## src/rtl/instruction_fetch_ctrl.sv

```systemverilog
// ---------------------------------------------------------------------------
// instruction_fetch_ctrl
//
// Purpose: Walks a program counter through instruction memory, captures each
// instruction word into a single-entry output register, and hands it to decode
// over a valid/ready handshake. It supports stalls, branch redirects, and
// stopping at the end of the program.
//
// Optional feature: define FETCH_MISALIGN_TRAP_EN to trap on redirects to a
// target that is not word aligned. This build adds a "misalign" output and a
// TRAP state. When the macro is undefined, the low two bits of the redirect
// target are dropped.
//
// Ports:
//   clk            in   rising-edge clock for all state
//   reset_n        in   synchronous, active-low reset
//   inst_address   out  [63:0] byte address to instruction memory (the PC)
//   instruction    in   [31:0] memory read data for inst_address
//   stall          in   freeze PC and output register
//   branch_taken   in   redirect request; wins over stall/ready/limit
//   branch_target  in   [63:0] redirect byte address
//   fetch_valid    out  output register holds an instruction
//   fetch_ready    in   decode accepts the held instruction this cycle
//   fetch_pc       out  [63:0] address of the held instruction
//   fetch_inst     out  [31:0] held instruction word
//   done           out  PC reached PC_LIMIT and output register is empty
//   fetch_count    out  [31:0] number of accepted instructions (wrapping)
//   misalign       out  (FETCH_MISALIGN_TRAP_EN only) misaligned redirect seen
//   state_dbg      out  [1:0] current FSM state, for observation
//
// Handshake: a transfer happens on every rising edge where fetch_valid and
// fetch_ready are both high. While fetch_valid is high and fetch_ready is low,
// fetch_pc/fetch_inst stay stable. fetch_valid never drops without either a
// transfer or a branch flush.
// ---------------------------------------------------------------------------
module instruction_fetch_ctrl #(
  parameter logic [63:0] RESET_PC = 64'd0,
  parameter logic [63:0] PC_LIMIT = 64'd96
) (
  input  logic        clk,
  input  logic        reset_n,
  output logic [63:0] inst_address,
  input  logic [31:0] instruction,
  input  logic        stall,
  input  logic        branch_taken,
  input  logic [63:0] branch_target,
  output logic        fetch_valid,
  input  logic        fetch_ready,
  output logic [63:0] fetch_pc,
  output logic [31:0] fetch_inst,
  output logic        done,
  output logic [31:0] fetch_count,
`ifdef FETCH_MISALIGN_TRAP_EN
  output logic        misalign,
`endif
  output logic [1:0]  state_dbg
);

`ifdef FETCH_MISALIGN_TRAP_EN
  typedef enum logic [1:0] {
    FETCH = 2'd0,
    HOLD  = 2'd1,
    DONE  = 2'd2,
    TRAP  = 2'd3
  } state_t;
`else
  typedef enum logic [1:0] {
    FETCH = 2'd0,
    HOLD  = 2'd1,
    DONE  = 2'd2
  } state_t;
`endif

  state_t      state;
  logic [63:0] pc;
  logic        transfer;
  logic        at_limit;
  logic        blocked;
  logic [63:0] redirect_pc;

  assign inst_address = pc;
  assign state_dbg    = state;
  assign transfer     = fetch_valid & fetch_ready;
  assign at_limit     = (pc >= PC_LIMIT);
  // The output register is occupied and decode is not taking it this cycle.
  assign blocked      = fetch_valid & ~fetch_ready;
  // Redirects always land on a word boundary in the non-trapping build.
  assign redirect_pc  = branch_target & ~64'd3;

  always_ff @(posedge clk) begin
    if (!reset_n) begin
      state       <= FETCH;
      pc          <= RESET_PC;
      fetch_valid <= 1'b0;
      fetch_pc    <= 64'd0;
      fetch_inst  <= 32'd0;
      fetch_count <= 32'd0;
      done        <= 1'b0;
`ifdef FETCH_MISALIGN_TRAP_EN
      misalign    <= 1'b0;
`endif
    end else begin
      // A transfer counts even if a redirect flushes in the same cycle.
      if (transfer) begin
        fetch_count <= fetch_count + 32'd1;
      end

`ifdef FETCH_MISALIGN_TRAP_EN
      if (state == TRAP) begin
        // TRAP is sticky until reset; nothing is fetched or presented.
        fetch_valid <= 1'b0;
        done        <= 1'b0;
      end else
`endif
      if (branch_taken) begin
`ifdef FETCH_MISALIGN_TRAP_EN
        if (branch_target[1:0] != 2'b00) begin
          state       <= TRAP;
          misalign    <= 1'b1;
          fetch_valid <= 1'b0;
          done        <= 1'b0;
        end else begin
          state       <= FETCH;
          pc          <= redirect_pc;
          fetch_valid <= 1'b0;
          done        <= 1'b0;
        end
`else
        state       <= FETCH;
        pc          <= redirect_pc;
        fetch_valid <= 1'b0;
        done        <= 1'b0;
`endif
      end else if (blocked) begin
        // Hold everything until decode takes the instruction.
        state <= HOLD;
      end else if (!stall && !at_limit) begin
        state       <= FETCH;
        fetch_inst  <= instruction;
        fetch_pc    <= pc;
        fetch_valid <= 1'b1;
        pc          <= pc + 64'd4;
        done        <= 1'b0;
      end else begin
        // The register drains (or was already empty) and nothing is captured.
        // It is either a stall or the end of the program.
        fetch_valid <= 1'b0;
        if (at_limit) begin
          state <= DONE;
          done  <= 1'b1;
        end else begin
          state <= FETCH;
          done  <= 1'b0;
        end
      end
    end
  end

endmodule

```

## config.mk

```make
export PLATFORM = sky130hd
export DESIGN_NAME = instruction_fetch_ctrl
export DESIGN_NICKNAME = d
export VERILOG_FILES = /design/src/rtl/instruction_fetch_ctrl.sv
export SDC_FILE = /design/constraint.sdc
export NUM_CORES = 1
export LEC_CHECK = 0
export BUFFER_PORTS_ARGS = -buffer_cell sky130_fd_sc_hd__buf_2
export CAP_MARGIN = 20
export CORE_MARGIN = 2
export CORE_UTILIZATION = 40
export CTS_CLUSTER_SIZE = 25
export DETAILED_ROUTE_END_ITERATION = 8
export PLACE_DENSITY = 0.71
export SYNTH_ARGS = -nofsm -noshare
export SYNTH_HDL_FRONTEND = slang
export SYNTH_SLANG_ARGS = --single-unit
```

## constraint.sdc

```tcl
create_clock -name clk -period 2 [get_ports clk]
set_input_delay 0.4 -clock clk [delete_from_list [all_inputs] [get_ports clk]]
set_output_delay 0.4 -clock clk [all_outputs]
set_load 0.1 [all_outputs]
```

==> reports/results.tsv <==
stage	metric	value	unit
timing	Worst Skew	0.0124	ns
floorplanning	die width	137	um
yosys	sequential share of the synthesized area	54.7	%
clock_network	CTS tree	built	
outcome	status	complete, but fails checks	
clock_network	Skew-Pair Late Insertion Delay	0.43	ns
detailed_routing	post-route ant nets	0	
pwr	P per Cell Area	848	nW/um2
layout	synth-to-layout area growth	45.8	%
yosys	syn avg cell area	9.75	um2
timing	Hold Fails Final Rpt	0	
floorplanning	Initial Utilization	40.8	%
timing	fmax	445	MHz
worst_setup_path	delay-heaviest family, CP	simple AND/OR/NAND/NOR gates	
timing	minimum clock period	2.25	ns
worst_setup_path	Startpoint Class	flop	
detailed_routing	Iteration-0 DRC Markers	248	
timing	final max-slew violation count	0	
global_route	initial antenna violation count	2	
worst_setup_path	Max stage delay on crit path	0.43	ns
timing	final setup margin	-0.249	ns
pwr	peak supply drop	599	uV
layout	Finished Core Util	59.5	%
detailed_routing	1st-pass router iterations	4	
worst_setup_path	crit-path most repeated cell	or3_4	
floorplanning	die area	18700	um2
floorplanning	Placeable Area	17200	um2
global_route	first-pass GRT wire length	28800	um
yosys	number of synthesized register bits	192	
clock_network	Sink Count	192	
global_route	global route overflow	0	
clock_network	TritonCTS buffer count	17	
detailed_routing	DR DRC count	0	
place	IO buf count	290	
detailed_routing	Via density	4.80	
yosys	synthesis warning total	0	
timing	Final period util	112	%
pwr	Leak	0.00540	uW
floorplanning	Boundary Pins	297	
worst_setup_path	Worst EP required	2.32	ns
yosys	Synth Flop Type	dfxtp_1	
worst_setup_path	CP max stage cell	or3_4	
detailed_routing	final wirelength	18800	um
worst_setup_path	cell chain of the critical path	nor4_4, buf_4, nand4_1, or3_4, or3_4, buf_12, and3_1	
outcome	failing checks	setup timing	
layout	nets@finish	1166	
clock_network	H-tree levels	4	
worst_setup_path	crit-path max FO	44	
worst_setup_path	Crit path arrival time	2.57	ns
yosys	synth unique cells	37	
clock_network	clk slew on worst S/H paths	0.08	ns
timing	final setup fails	99	
flow_run	max cap viols	0	
yosys	Post-synth EDFFs	0	
clock_network	clock tree buffer depth	2	
hold_path	worst min path class	in -> reg	
worst_setup_path	crit path buf inv count	2	
worst_setup_path	Worst Path Class, Setup	reg -> reg	
clock_network	cts hold-fix bufs	0	
place	Final GP Congestion	0.806	
global_route	pin count of the biggest net entering global routing	90	
place	placed inst area	9470	um2
place	Post-DP HPWL	13700	um
floorplanning	Rows	48	
timing	Max-slew headroom	65.3	%
layout	cell area after layout	10300	um2
layout	fill count	1477	
clock_network	Root Buffer	clkbuf_16	
global_route	vias in the first global route	5753	
layout	layout cells sized above 1	47.8	%
yosys	Async S/R FF share, synth	0	%
timing	Worst Tran Pin Value	0.525	ns
worst_setup_path	crit end category	flop	
yosys	Post-Synthesis Cells	721	
timing	RSZ-0062 raised after global routing	true	
global_route	total track usage	19.7	%
detailed_routing	Vias	6244	
detailed_routing	Avg WL per Cell	14.5	um
yosys	area of the mapped netlist	7030	um2
floorplanning	die height	137	um
-- per-stage QoR --
stage | TNS (ns) | hold WS [ns] | power, uW | setup slack (ns) | cells
finish | -19.36 | 0.199 | 8700 | -0.249 | 1301
floorplan | -25.88 | 0.539 | 4840 | -0.345 | 724
global route | -27.40 | 0.189 | 9030 | -0.317 | 1301
CTS | -21.05 | 0.181 | 8780 | -0.257 | 1300
global placement | -29.64 | 0.441 | 5200 | -0.330 | 1267
detailed placement | -31.10 | 0.451 | 5210 | -0.360 | 1267
-- Yosys cell counts (all sizes together) (7+ instances only) --
master,instances,area (um2)
nand2,87,327
buf,19,128
nor2,85,319
xor2,17,149
clkbuf,33,124
nand3,15,75.1
xnor2,7,61.3
or3,12,75.1
inv,9,33.8
nor4,13,81.3
nand4,16,100
and3,65,407
o21ai,13,65.1
dfxtp,192,3840
mux2i,93,931
a21oi,13,65.1
-- metal layers --
metal  up-vias  wire length (um)  global-route usage, %
met5         -                 7                      0
met4         2               484                   8.28
met3        34              1430                   5.59
met2       223              8890                   32.7
met1      2832              8020                   24.1
li1       3153                 -                      -
-- worst reg2reg max path, cell delays in order, from the launching register on --
cell and delay [ns]:
dfxtp_4 0.35, nor4_4 0.25, buf_4 0.15, nand4_1 0.13, or3_4 0.41, or3_4 0.43, buf_12 0.21, and3_1 0.21
-- cell families (layout without fill, tap and decap cells) --
group	after synthesis	count (layout)	share of synthesized area (%)
and+or+nand+nor	311	311	21.5
other	1	5	0.0533
AOI/OAI and AO/OA	36	36	2.99
muxes	93	93	13.2
DFF	192	192	54.7
buffers and inverters	61	412	4.06
xor gates and xnor gates	24	24	2.99
adders and majority gates	3	3	0.534
-- final cells by class --
| cell class | instances | area [um2] | area share [%] |
|---|---|---|---|
| well taps | 225 | 282 | 2.75 |
| multi-input cells | 471 | 3070 | 30.0 |
| flip-flops and latches | 192 | 4100 | 40.0 |
| repair buffers | 371 | 2140 | 20.9 |
| inverters | 9 | 33.8 | 0.329 |
| diodes | 1 | 2.50 | 0.0244 |
| clock inverters | 15 | 196 | 1.92 |
| clock buffers | 17 | 425 | 4.15 |
-- final timing paths --
check                           slack [ns]         startpoint  depth (start not counted)          endpoint
worst min register to register        0.46        fetch_pc[2]                          2       fetch_pc[2]
worst max-delay path                 -0.25   inst_address[50]                          7       fetch_pc[9]
worst min-delay path                  0.20  branch_target[36]                          3  inst_address[36]
worst max register to register       -0.25   inst_address[50]                          7       fetch_pc[9]
-- power by group --
group | leakage [uW] | switching, uW | internal, uW | total [uW]
logic | 0.00348 | 885 | 348 | 1230
registers | 0.00161 | 55.0 | 3860 | 3910
clock network | 0.000304 | 1790 | 1760 | 3550
total | 0.00540 | 2730 | 5960 | 8700
-- sequential cells by signal, indices dropped and copies added (netlist names) --
register / count
done: 1
fetch_count: 32
state_dbg: 2
inst_address: 62
fetch_inst: 32
fetch_valid: 1
fetch_pc: 62
-- cells in the final DEF (no fill, tap or decap), types with 8 or more instances in the layout --
| cell | synthesis | layout |
|---|---|---|
| a21oi_1 | 13 | 12 |
| and3_1 | 65 | 58 |
| buf_2 | 3 | 288 |
| buf_4 | 4 | 76 |
| clkbuf_16 | 0 | 17 |
| dfxtp_1 | 192 | 105 |
| dfxtp_2 | 0 | 28 |
| dfxtp_4 | 0 | 59 |
| inv_1 | 8 | 8 |
| mux2i_1 | 93 | 93 |
| nand2_1 | 87 | 87 |
| nand3_1 | 15 | 15 |
| nand4_1 | 16 | 16 |
| nor2_1 | 85 | 85 |
| o21ai_0 | 13 | 13 |
| or3_1 | 12 | 9 |
| xor2_1 | 17 | 17 |
-- what timing repair did --
item                                    in CTS  in global routing
resized for setup                           12                 15
buffers inserted                             1                  0
endpoints found under the setup margin     101                103
pin swaps                                    0                  5
Power figures use the tool's default switching activity.
